**config.mk**
```make
export PLATFORM = sky130hd
export DESIGN_NAME = box_collide_render
export DESIGN_NICKNAME = d
export VERILOG_FILES = /design/src/rtl/box_pkg.sv /design/src/rtl/box_inside.sv /design/src/rtl/box_collide_render.sv
export SDC_FILE = /design/constraint.sdc
export NUM_CORES = 1
export LEC_CHECK = 0
export ABC_AREA = 1
export CORE_UTILIZATION = 41
export DETAILED_ROUTE_END_ITERATION = 6
export PLACE_DENSITY = 0.79
export SETUP_SLACK_MARGIN = 0.15
export SKIP_LAST_GASP = 1
export SLEW_MARGIN = 15
export SYNTH_ARGS = -nofsm -noshare
export SYNTH_HDL_FRONTEND = slang
export SYNTH_SLANG_ARGS = --single-unit
```
**constraint.sdc**
```tcl
create_clock -name i_clk -period 1.5 [get_ports i_clk]
set_input_delay 0.3 -clock i_clk [delete_from_list [all_inputs] [get_ports i_clk]]
set_output_delay 0.3 -clock i_clk [all_outputs]
set_load 0.01 [all_outputs]
```
**src/rtl/box_pkg.sv**
```systemverilog
// Shared types and constants for the box sprite blocks.
// State encoding, default colours and coordinate width.
package box_pkg;

    localparam int COORD_W = 12;

    typedef enum logic [1:0] {
        ST_RUN  = 2'd0,
        ST_HIT  = 2'd1,
        ST_OVER = 2'd2
    } state_t;

    localparam logic [11:0] C_OB_RGB  = 12'hF00;
    localparam logic [11:0] C_PL_RGB  = 12'h0F0;
    localparam logic [11:0] C_HIT_RGB = 12'hFFF;
    localparam logic [11:0] C_BG_RGB  = 12'h000;
    localparam logic [11:0] C_BLANK   = 12'h000;

endpackage

```
**src/rtl/box_inside.sv**
```systemverilog
// Strict point-in-box test; edge pixels count as outside.
// An inverted or empty box (x1>=x2 or y1>=y2) never matches.
module box_inside
    import box_pkg::*;
(
    input  logic [COORD_W-1:0] i_x,
    input  logic [COORD_W-1:0] i_y,
    input  logic [COORD_W-1:0] i_x1,
    input  logic [COORD_W-1:0] i_x2,
    input  logic [COORD_W-1:0] i_y1,
    input  logic [COORD_W-1:0] i_y2,
    output logic               o_in
);

    logic w_in_x;
    logic w_in_y;

    // Both axes must lie strictly between the edges.
    always_comb begin
        w_in_x = (i_x > i_x1) && (i_x < i_x2);
        w_in_y = (i_y > i_y1) && (i_y < i_y2);
        o_in   = w_in_x && w_in_y;
    end

endmodule

```
**src/rtl/box_collide_render.sv**
```systemverilog
// Pixel colouring, overlap capture and lives/hold control
// for the obstacle and player boxes.
module box_collide_render
    import box_pkg::*;
#(
    parameter int          LIVES       = 3,
    parameter int          HOLD_FRAMES = 60,
    parameter logic [11:0] OB_RGB      = C_OB_RGB,
    parameter logic [11:0] PL_RGB      = C_PL_RGB,
    parameter logic [11:0] HIT_RGB     = C_HIT_RGB,
    parameter logic [11:0] BG_RGB      = C_BG_RGB
) (
    input  logic               i_clk,
    input  logic               i_rst,
    input  logic               i_pix_stb,
    input  logic [COORD_W-1:0] i_x,
    input  logic [COORD_W-1:0] i_y,
    input  logic               i_active,
    input  logic               i_frame_end,
    input  logic [COORD_W-1:0] i_ob_x1,
    input  logic [COORD_W-1:0] i_ob_x2,
    input  logic [COORD_W-1:0] i_ob_y1,
    input  logic [COORD_W-1:0] i_ob_y2,
    input  logic [COORD_W-1:0] i_pl_x1,
    input  logic [COORD_W-1:0] i_pl_x2,
    input  logic [COORD_W-1:0] i_pl_y1,
    input  logic [COORD_W-1:0] i_pl_y2,
    input  logic               i_restart,
    output logic [11:0]        o_rgb,
    output logic               o_animate,
    output logic [3:0]         o_lives,
    output logic               o_hit,
    output logic [1:0]         o_state
);

    localparam logic [3:0] LIVES_L = 4'(LIVES);
    localparam logic [7:0] HOLD_L  = 8'(HOLD_FRAMES - 1);

    state_t      r_state;
    state_t      w_state_n;
    logic [3:0]  r_lives;
    logic [3:0]  w_lives_n;
    logic [7:0]  r_hold;
    logic [7:0]  w_hold_n;
    logic        r_coll;
    logic        w_coll_n;
    logic        r_hit;
    logic        w_hit_n;
    logic [11:0] r_rgb;
    logic [11:0] w_pix;
    logic        w_in_ob;
    logic        w_in_pl;
    logic        w_overlap;
    logic        w_hit_seen;

    box_inside u_in_ob (
        .i_x  (i_x),
        .i_y  (i_y),
        .i_x1 (i_ob_x1),
        .i_x2 (i_ob_x2),
        .i_y1 (i_ob_y1),
        .i_y2 (i_ob_y2),
        .o_in (w_in_ob)
    );

    box_inside u_in_pl (
        .i_x  (i_x),
        .i_y  (i_y),
        .i_x1 (i_pl_x1),
        .i_x2 (i_pl_x2),
        .i_y1 (i_pl_y1),
        .i_y2 (i_pl_y2),
        .o_in (w_in_pl)
    );

    // Colour priority: blanking, overlap, obstacle, player, background.
    always_comb begin
        w_pix = BG_RGB;
        if (!i_active)
            w_pix = C_BLANK;
        else if (w_in_ob && w_in_pl)
            w_pix = HIT_RGB;
        else if (w_in_ob)
            w_pix = OB_RGB;
        else if (w_in_pl)
            w_pix = PL_RGB;
    end

    // A visible overlap pixel only matters while the game is running.
    always_comb begin
        w_overlap  = i_pix_stb && i_active && w_in_ob && w_in_pl;
        w_hit_seen = r_coll || w_overlap;
    end

    // Overlap latch for the current frame; frame end and restart clear it.
    always_comb begin
        w_coll_n = r_coll;
        if (i_restart || i_frame_end)
            w_coll_n = 1'b0;
        else if (w_overlap && (r_state == ST_RUN))
            w_coll_n = 1'b1;
    end

    // Next-state logic: restart wins, otherwise act on frame end.
    always_comb begin
        w_state_n = r_state;
        w_lives_n = r_lives;
        w_hold_n  = r_hold;
        w_hit_n   = 1'b0;
        if (i_restart) begin
            w_state_n = ST_RUN;
            w_lives_n = LIVES_L;
            w_hold_n  = 8'd0;
        end else if (i_frame_end) begin
            unique case (r_state)
                ST_RUN: begin
                    if (w_hit_seen) begin
                        w_hit_n   = 1'b1;
                        w_lives_n = r_lives - 4'd1;
                        if (r_lives == 4'd1) begin
                            w_state_n = ST_OVER;
                        end else begin
                            w_state_n = ST_HIT;
                            w_hold_n  = HOLD_L;
                        end
                    end
                end
                ST_HIT: begin
                    if (r_hold == 8'd0)
                        w_state_n = ST_RUN;
                    else
                        w_hold_n = r_hold - 8'd1;
                end
                ST_OVER: begin
                    w_state_n = ST_OVER;
                end
                default: begin
                    w_state_n = ST_RUN;
                end
            endcase
        end
    end

    // Game state, lives, hold counter and hit pulse registers.
    always_ff @(posedge i_clk or posedge i_rst) begin
        if (i_rst) begin
            r_state <= ST_RUN;
            r_lives <= LIVES_L;
            r_hold  <= 8'd0;
            r_coll  <= 1'b0;
            r_hit   <= 1'b0;
        end else begin
            r_state <= w_state_n;
            r_lives <= w_lives_n;
            r_hold  <= w_hold_n;
            r_coll  <= w_coll_n;
            r_hit   <= w_hit_n;
        end
    end

    // Pixel colour register, updated once per pixel strobe.
    always_ff @(posedge i_clk or posedge i_rst) begin
        if (i_rst)
            r_rgb <= 12'h000;
        else if (i_pix_stb)
            r_rgb <= w_pix;
    end

    assign o_rgb     = r_rgb;
    assign o_animate = (r_state == ST_RUN);
    assign o_lives   = r_lives;
    assign o_hit     = r_hit;
    assign o_state   = r_state;

endmodule

```
==> results of run 1 <==
metrics by stage:
| step | worst slack [ns] | hold WS [ns] | total power [uW] | instance area, um^2 | TNS [ns] |
|---|---|---|---|---|---|
| after floorplan | -0.200 | 0.250 | 1570 | 4310 | -2.26 |
| after global placement | -1.16 | 0.469 | 2340 | 6090 | -20.06 |
| after detailed placement | -1.19 | 0.489 | 2410 | 6090 | -20.27 |
| after CTS | -0.318 | 0.379 | 2930 | 6690 | -4.63 |
| after global routing | -0.456 | 0.350 | 3420 | 6990 | -6.53 |
| final | -0.356 | 0.350 | 3200 | 6990 | -5.18 |
worst reg2reg max path, cell delays in order, from the launching register on:
cell,delay [ns]
dfrtp_1,0.37
inv_1,0.11
buf_4,0.15
ha_1,0.19
nand3_1,0.11
o221a_2,0.39
nand2_8,0.12
nand2_2,0.08
nand2_1,0.04
sequential cells by signal, indices dropped and copies added (netlist names):
register	cells
r_hold	8
o_hit	1
o_rgb	3
o_state	2
o_lives	4
r_coll	1
area by class of cell:
class                           instances  area (um^2)  share of cell area
Tap cell                              108          135              0.0193
Timing Repair Buffer                  210         1790               0.256
Inverter                              146          593              0.0848
Clock buffer                            4         45.0             0.00644
Sequential cell                        19          479              0.0685
Antenna cell                            3         7.51             0.00107
Multi-Input combinational cell        406         3940               0.564
report_power, final:
group | internal, uW | switching (uW)
clock network | 190 | 186
logic | 1080 | 1120
registers | 573 | 52.8
total | 1850 | 1350
what timing repair did:
action | CTS | global route
pin swaps | 133 | 73
gates cloned | 1 | 0
endpoints found under the setup margin | 39 | 25
buffers inserted | 18 | 9
hold buffers | 0 | 0
gates resized for setup | 373 | 122
routing by layer:
metal  share of wire  up-vias  GRT usage  wire length (um)
li1                -     2224          -                 -
met1            0.37     2048      0.291              5000
met2            0.53      191      0.534              7140
met3           0.061       51     0.0344               832
met4           0.045        0      0.106               604
met5               0        -          0                 0
path summary, 6_finish.rpt:
path / cells past startpoint / end
worst max-delay path: 15 / r_hold[3]
worst min-delay path: 3 / o_rgb[7]
worst max register to register: 8 / r_hold[5]
worst min register to register: 2 / o_lives[0]
max in group asynchronous: 3 / o_lives[1]
min in group asynchronous: 3 / r_hold[2]
synth_stat cells, types with 2 or more instances:
cell / instances / share of area
nand3b_1: 4 / 0.0079
buf_4: 9 / 0.018
a21oi_1: 36 / 0.048
o21ai_0: 11 / 0.015
a31oi_1: 2 / 0.0033
nand3_1: 24 / 0.032
nand4_1: 8 / 0.013
nand3_2: 3 / 0.0079
inv_1: 145 / 0.14
nand4_2: 2 / 0.0066
xor2_1: 2 / 0.0046
nor2_2: 2 / 0.0033
dfstp_2: 2 / 0.014
nor2_1: 35 / 0.035
dfrtp_1: 17 / 0.11
nor3_1: 6 / 0.0079
a21o_1: 3 / 0.0060
nor2_4: 4 / 0.012
ha_1: 96 / 0.32
and2_1: 2 / 0.0033
nand2_1: 149 / 0.15
buf_2: 2 / 0.0026
nand2_2: 7 / 0.012
xnor2_1: 3 / 0.0070
cells in the final DEF (no fill, tap or decap), types with 3 or more instances in the layout:
cell type	instances
nand2_1	104
inv_1	77
dlygate4sd2_1	69
ha_4	65
inv_2	61
buf_4	54
nand2_2	39
ha_1	27
clkdlybuf4s15_1	25
nor2_1	23
a21oi_1	20
buf_6	19
dfrtp_1	16
a21oi_2	15
nand3_1	15
buf_2	15
nor2_4	13
nand2_4	13
nand3_2	12
clkbuf_2	12
nand4_1	8
clkdlybuf4s50_1	8
nor2_2	5
o21ai_0	5
inv_4	4
nand3b_1	4
o21ai_2	4
ha_2	4
diode_2	3
nor3_1	3
xnor2_1	3
a21o_1	3
clkbuf_8	3
buf_8	3
logic make-up (layout without fill, tap and decap cells):
logic type,Yosys count,after routing,share of synthesized area
and+or+nand+nor,249,250,0.298
adders and majority gates,96,96,0.318
buffers and inverters,158,360,0.168
AOI/OAI and AO/OA,55,55,0.0781
xor gates and xnor gates,5,5,0.0116
DFF,19,19,0.126
other,0,3,0
==> flow_metrics.tcl, run 1 <==
set metrics [dict create \
    h-tree-depth 1 \
    cp_top_family "simple AND/OR/NAND/NOR gates" \
    outcome "complete, but fails checks" \
    start_util 0.429 \
    area_delta_synth_final_pct 85.0 \
    clock_path_buffers 2 \
    die_y_um 98.0 \
    p_leak_uw 0.00359 \
    clkLatencyLatePin_ns 0.26 \
    drtPass1Iterations 7 \
    dieArea_mm2 0.00961 \
    drive_gt1_frac 0.464 \
    cpPeakStageDelay_ns 0.28 \
    synth_edf_count 0 \
    crit_type "in -> reg" \
    ys.flop_type "dfrtp_1" \
    viasPerCell 5.04 \
    yosysWarnings 0 \
    crit_buf_inv 3 \
    numCtsBuffers 3 \
    io_buffers 145 \
    grt_pass1_wl_um 21000 \
    powerDensity_mw_per_mm2 458 \
    synth_seq_area_share 0.126 \
    min_path_type "in -> reg" \
    yosys.cell_types.count 32 \
    worstPathArrival_ns 2.01 \
    fin_skew_ns 0.00203 \
    stdcell_count 896 \
    vias 4514 \
    clk_pin_slew_worst_paths_ns 0.07 \
    overflow 0 \
    drc 10 \
    root_buffer "clkbuf_8" \
    grt_pass1_vias 4762 \
    vdd_drop_max_v 0.000314 \
    fin_crit_sh 1.24 \
    grt_max_degree 20 \
    postSynthCellCount 582 \
    final.fill_count 586 \
    worst_pin_slew_ns 0.435 \
    path_cells "clkdlybuf4s15_1 -> inv_2 -> ha_4 -> nand2_4 -> nor2_4 -> nand2_2 -> nor3_4 -> nor2_2 -> nand3_4 -> nor2_4 -> nand2_4 -> nand3_4 -> buf_6 -> nand3_2 -> nand2_1" \
    cp_max_fo 6 \
    routed_wl_um 13600 \
    cts_sinks 19 \
    rrSetupSlack_ns -0.17 \
    drt-initial-drc-count 225 \
    grt_use_total 0.272 \
    endpoint_kind "flip-flop" \
    placed_cells 861 \
    worstHoldStart "i_active" \
    ant_nets 0 \
    violations "DRC, setup timing" \
    syn_area_per_cell_um2 6.49 \
    fmax_mhz 539 \
    cpMaxStageDelayCell "ha_4" \
    globalplace.congestion 0.912 \
    rows 34 \
    setup_viol 19 \
    required_ns 1.66 \
    rsz0062_at_grt "true" \
    final_core_util 0.794 \
    post-route-min-period_ns 1.86 \
    synth_area_mm2 0.00378 \
    finalWorstSetupSlack_ns -0.356 \
    max_cap_viol_count 0 \
    r2r-start "r_hold[0]" \
    synth-async-reset-ratio 1.00 \
    antenna_found_initial 3 \
    die_w_um 98.0 \
    place_hpwl_um 9590 \
    routedWlPerCell_um 15.1 \
    drv_slew 0 \
    num-nets-final 1008 \
    hold_viol_final 0 \
    cp-start-kind "primary input" \
    io_pins 146 \
    tritoncts "built" \
    crit_start "i_ob_y1[9]" \
    syn-num-nets 804 \
    slew_headroom 0.709 \
    ys_ff_latch 19 \
    floorplan.core_area_mm2 0.00881 \
]
Power figures use the tool's default switching activity.
==> inputs of run 2 (changes only) <==
GPL_ROUTABILITY_DRIVEN = 0   (was default)
==> flow_metrics.tcl, run 2 (synthesis gave the netlist of run 1 again) <==
set metrics [dict create \
    largest_register "r_hold" \
    worstPathArrival_ns 2.04 \
    viasPerCell 5.13 \
    crit_top_cell "nand2_1" \
    dieArea_mm2 0.00961 \
    io_buffers 145 \
    grt_use_total 0.274 \
    place_hpwl_um 9490 \
    fmax_mhz 528 \
    outcome "complete, but fails checks" \
    routed_wl_um 13400 \
    tritoncts "built" \
    total_power_uw 3080 \
    layout_common_cells "nand2_1 (117), dlygate4sd2_1 (87), inv_1 (78)" \
    rrSetupSlack_ns -0.16 \
    ant_nets 0 \
    grt_use_met1 0.290 \
    grt-busiest-layer "met2" \
    cp-start-kind "primary input" \
    clk_pin_slew_worst_paths_ns 0.08 \
    rsz0062_at_grt "true" \
    overflow 0 \
    largest_register_ffs 8 \
    cpPeakStageDelay_ns 0.29 \
    reg2reg_depth 8 \
    use_met3 0.0387 \
    fin_skew_ns 0.00716 \
    min_path_type "in -> async" \
    r2r-start "r_hold[0]" \
    finalWorstSetupSlack_ns -0.392 \
    drive_gt1_frac 0.431 \
    numCtsBuffers 3 \
    whs_ns 0.350 \
    grt_pass1_wl_um 21600 \
    grt_pass1_vias 4829 \
    path_cells "dlygate4sd2_1 -> inv_1 -> ha_1 -> nand2_2 -> inv_1 -> nand2_1 -> nand2_1 -> a21oi_2 -> nand4_4 -> nor2_4 -> nand2_4 -> nand3_4 -> nand2_8 -> nand2_1 -> nand2_1" \
    p_leak_uw 0.00356 \
    final.fill_count 601 \
    final_common_cell "nand2_1" \
    start_util 0.429 \
    grt_max_degree 20 \
    clock_path_buffers 2 \
    antenna_found_initial 2 \
    required_ns 1.65 \
    die_y_um 98.0 \
    post-route-min-period_ns 1.89 \
    max_cap_viol_count 0 \
    vdd_drop_max_v 0.000314 \
    crit_type "in -> reg" \
    die_w_um 98.0 \
    cp_max_fo 8 \
    cpMaxStageDelayCell "ha_1" \
    h-tree-depth 1 \
    drtPass1Iterations 7 \
    fin_crit_sh 1.26 \
    gr-usage-met2 0.544 \
    worst_pin_slew_ns 0.379 \
    powerDensity_mw_per_mm2 445 \
    drv_slew 0 \
    io_pins 146 \
    clkLatencyLatePin_ns 0.26 \
    rows 34 \
    drc 18 \
    hold_viol_final 0 \
    violations "DRC, setup timing" \
    setup_viol 19 \
    slew_headroom 0.746 \
    vias 4572 \
    floorplan.core_area_mm2 0.00881 \
    cts_sinks 19 \
    drt-initial-drc-count 208 \
    routedWlPerCell_um 15.1 \
    area_delta_synth_final_pct 83.1 \
    setup_tns_ns -5.82 \
    root_buffer "clkbuf_8" \
    endpoint_kind "flip-flop" \
    r2r-end "r_hold[6]" \
    num-nets-final 1005 \
    cts-hold-fix-buffers 0 \
]
==> run 2: cell types whose count changed in the layout (fill, tap and decap cells not counted), moves of 3 or more <==
cell | before | now
dlygate4sd2_1 | 69 | 87
nand2_1 | 104 | 117
clkbuf_2 | 12 | 2
nand2_2 | 39 | 29
clkdlybuf4s15_1 | 25 | 16
clkdlybuf4s15_2 | 2 | 6
nor2_2 | 5 | 9
a21oi_1 | 20 | 23
buf_2 | 15 | 18
buf_4 | 54 | 51
buf_6 | 19 | 16
nand2_4 | 13 | 10
nand3_2 | 12 | 9
nor2_4 | 13 | 10
==> run 2: layer usage <==
metal	wire length, um	vias to the layer above
li1	-	2215
met5	0	-
met1	5100	2144
met2	7260	173
met4	390	0
met3	696	40
==> run 2: worst max path at each step <==
stage	start	to	slack (ns)
after global routing	i_pl_y2[10]	r_hold[6]	-0.50
after CTS	i_x[11]	r_hold[5]	-0.31
after floorplan	i_ob_y2[5]	o_state[1]	-0.20
after global placement	i_y[11]	r_hold[5]	-1.11
final	i_pl_y2[10]	r_hold[6]	-0.39
after detailed placement	i_y[10]	r_hold[5]	-1.15
==> run 2: worst max-delay path, delay by kind of cell <==
family / cells / cell delay, ns
AO/OA/AOI/OAI: 1 / 0.15
adder cells (fa/ha/maj): 1 / 0.29
AND/OR/NAND/NOR: 10 / 0.95
buffers and inverters: 3 / 0.35
==> run 2: timing repair <==
action | CTS | global route
pin swaps | 126 | 19
gates resized for setup | 400 | 35
setup endpoints to repair | 39 | 25
gates cloned | 1 | 0
setup buffers | 18 | 8
==> run 2: power by group <==
group	leakage (uW)	total, uW	switching (uW)	internal, uW
Sequential	0.000246	640	67.8	573
Clock	0.0000255	371	186	185
Combinational	0.00329	2070	1050	1010
==> run 2: metrics by stage <==
step | cells | setup slack, ns | util | instance area (um^2)
floorplan | 582 | -0.200 | - | 4310
global placement | 859 | -1.11 | 0.690 | 6080
detailed placement | 859 | -1.15 | 0.690 | 6080
CTS | 882 | -0.307 | 0.768 | 6760
global route | 891 | -0.502 | 0.785 | 6920
finish | 892 | -0.392 | 0.786 | 6920
==> run 2: cell type report <==
class	count	area, um^2	area share
Multi-Input combinational cell	406	3880	0.561
Clock buffer	3	41.3	0.00597
Tap cell	108	135	0.0195
Inverter	146	593	0.0857
Antenna cell	2	5.00	0.000723
Sequential cell	19	480	0.0694
Clock inverter	1	5.00	0.000723
Timing Repair Buffer	207	1780	0.257
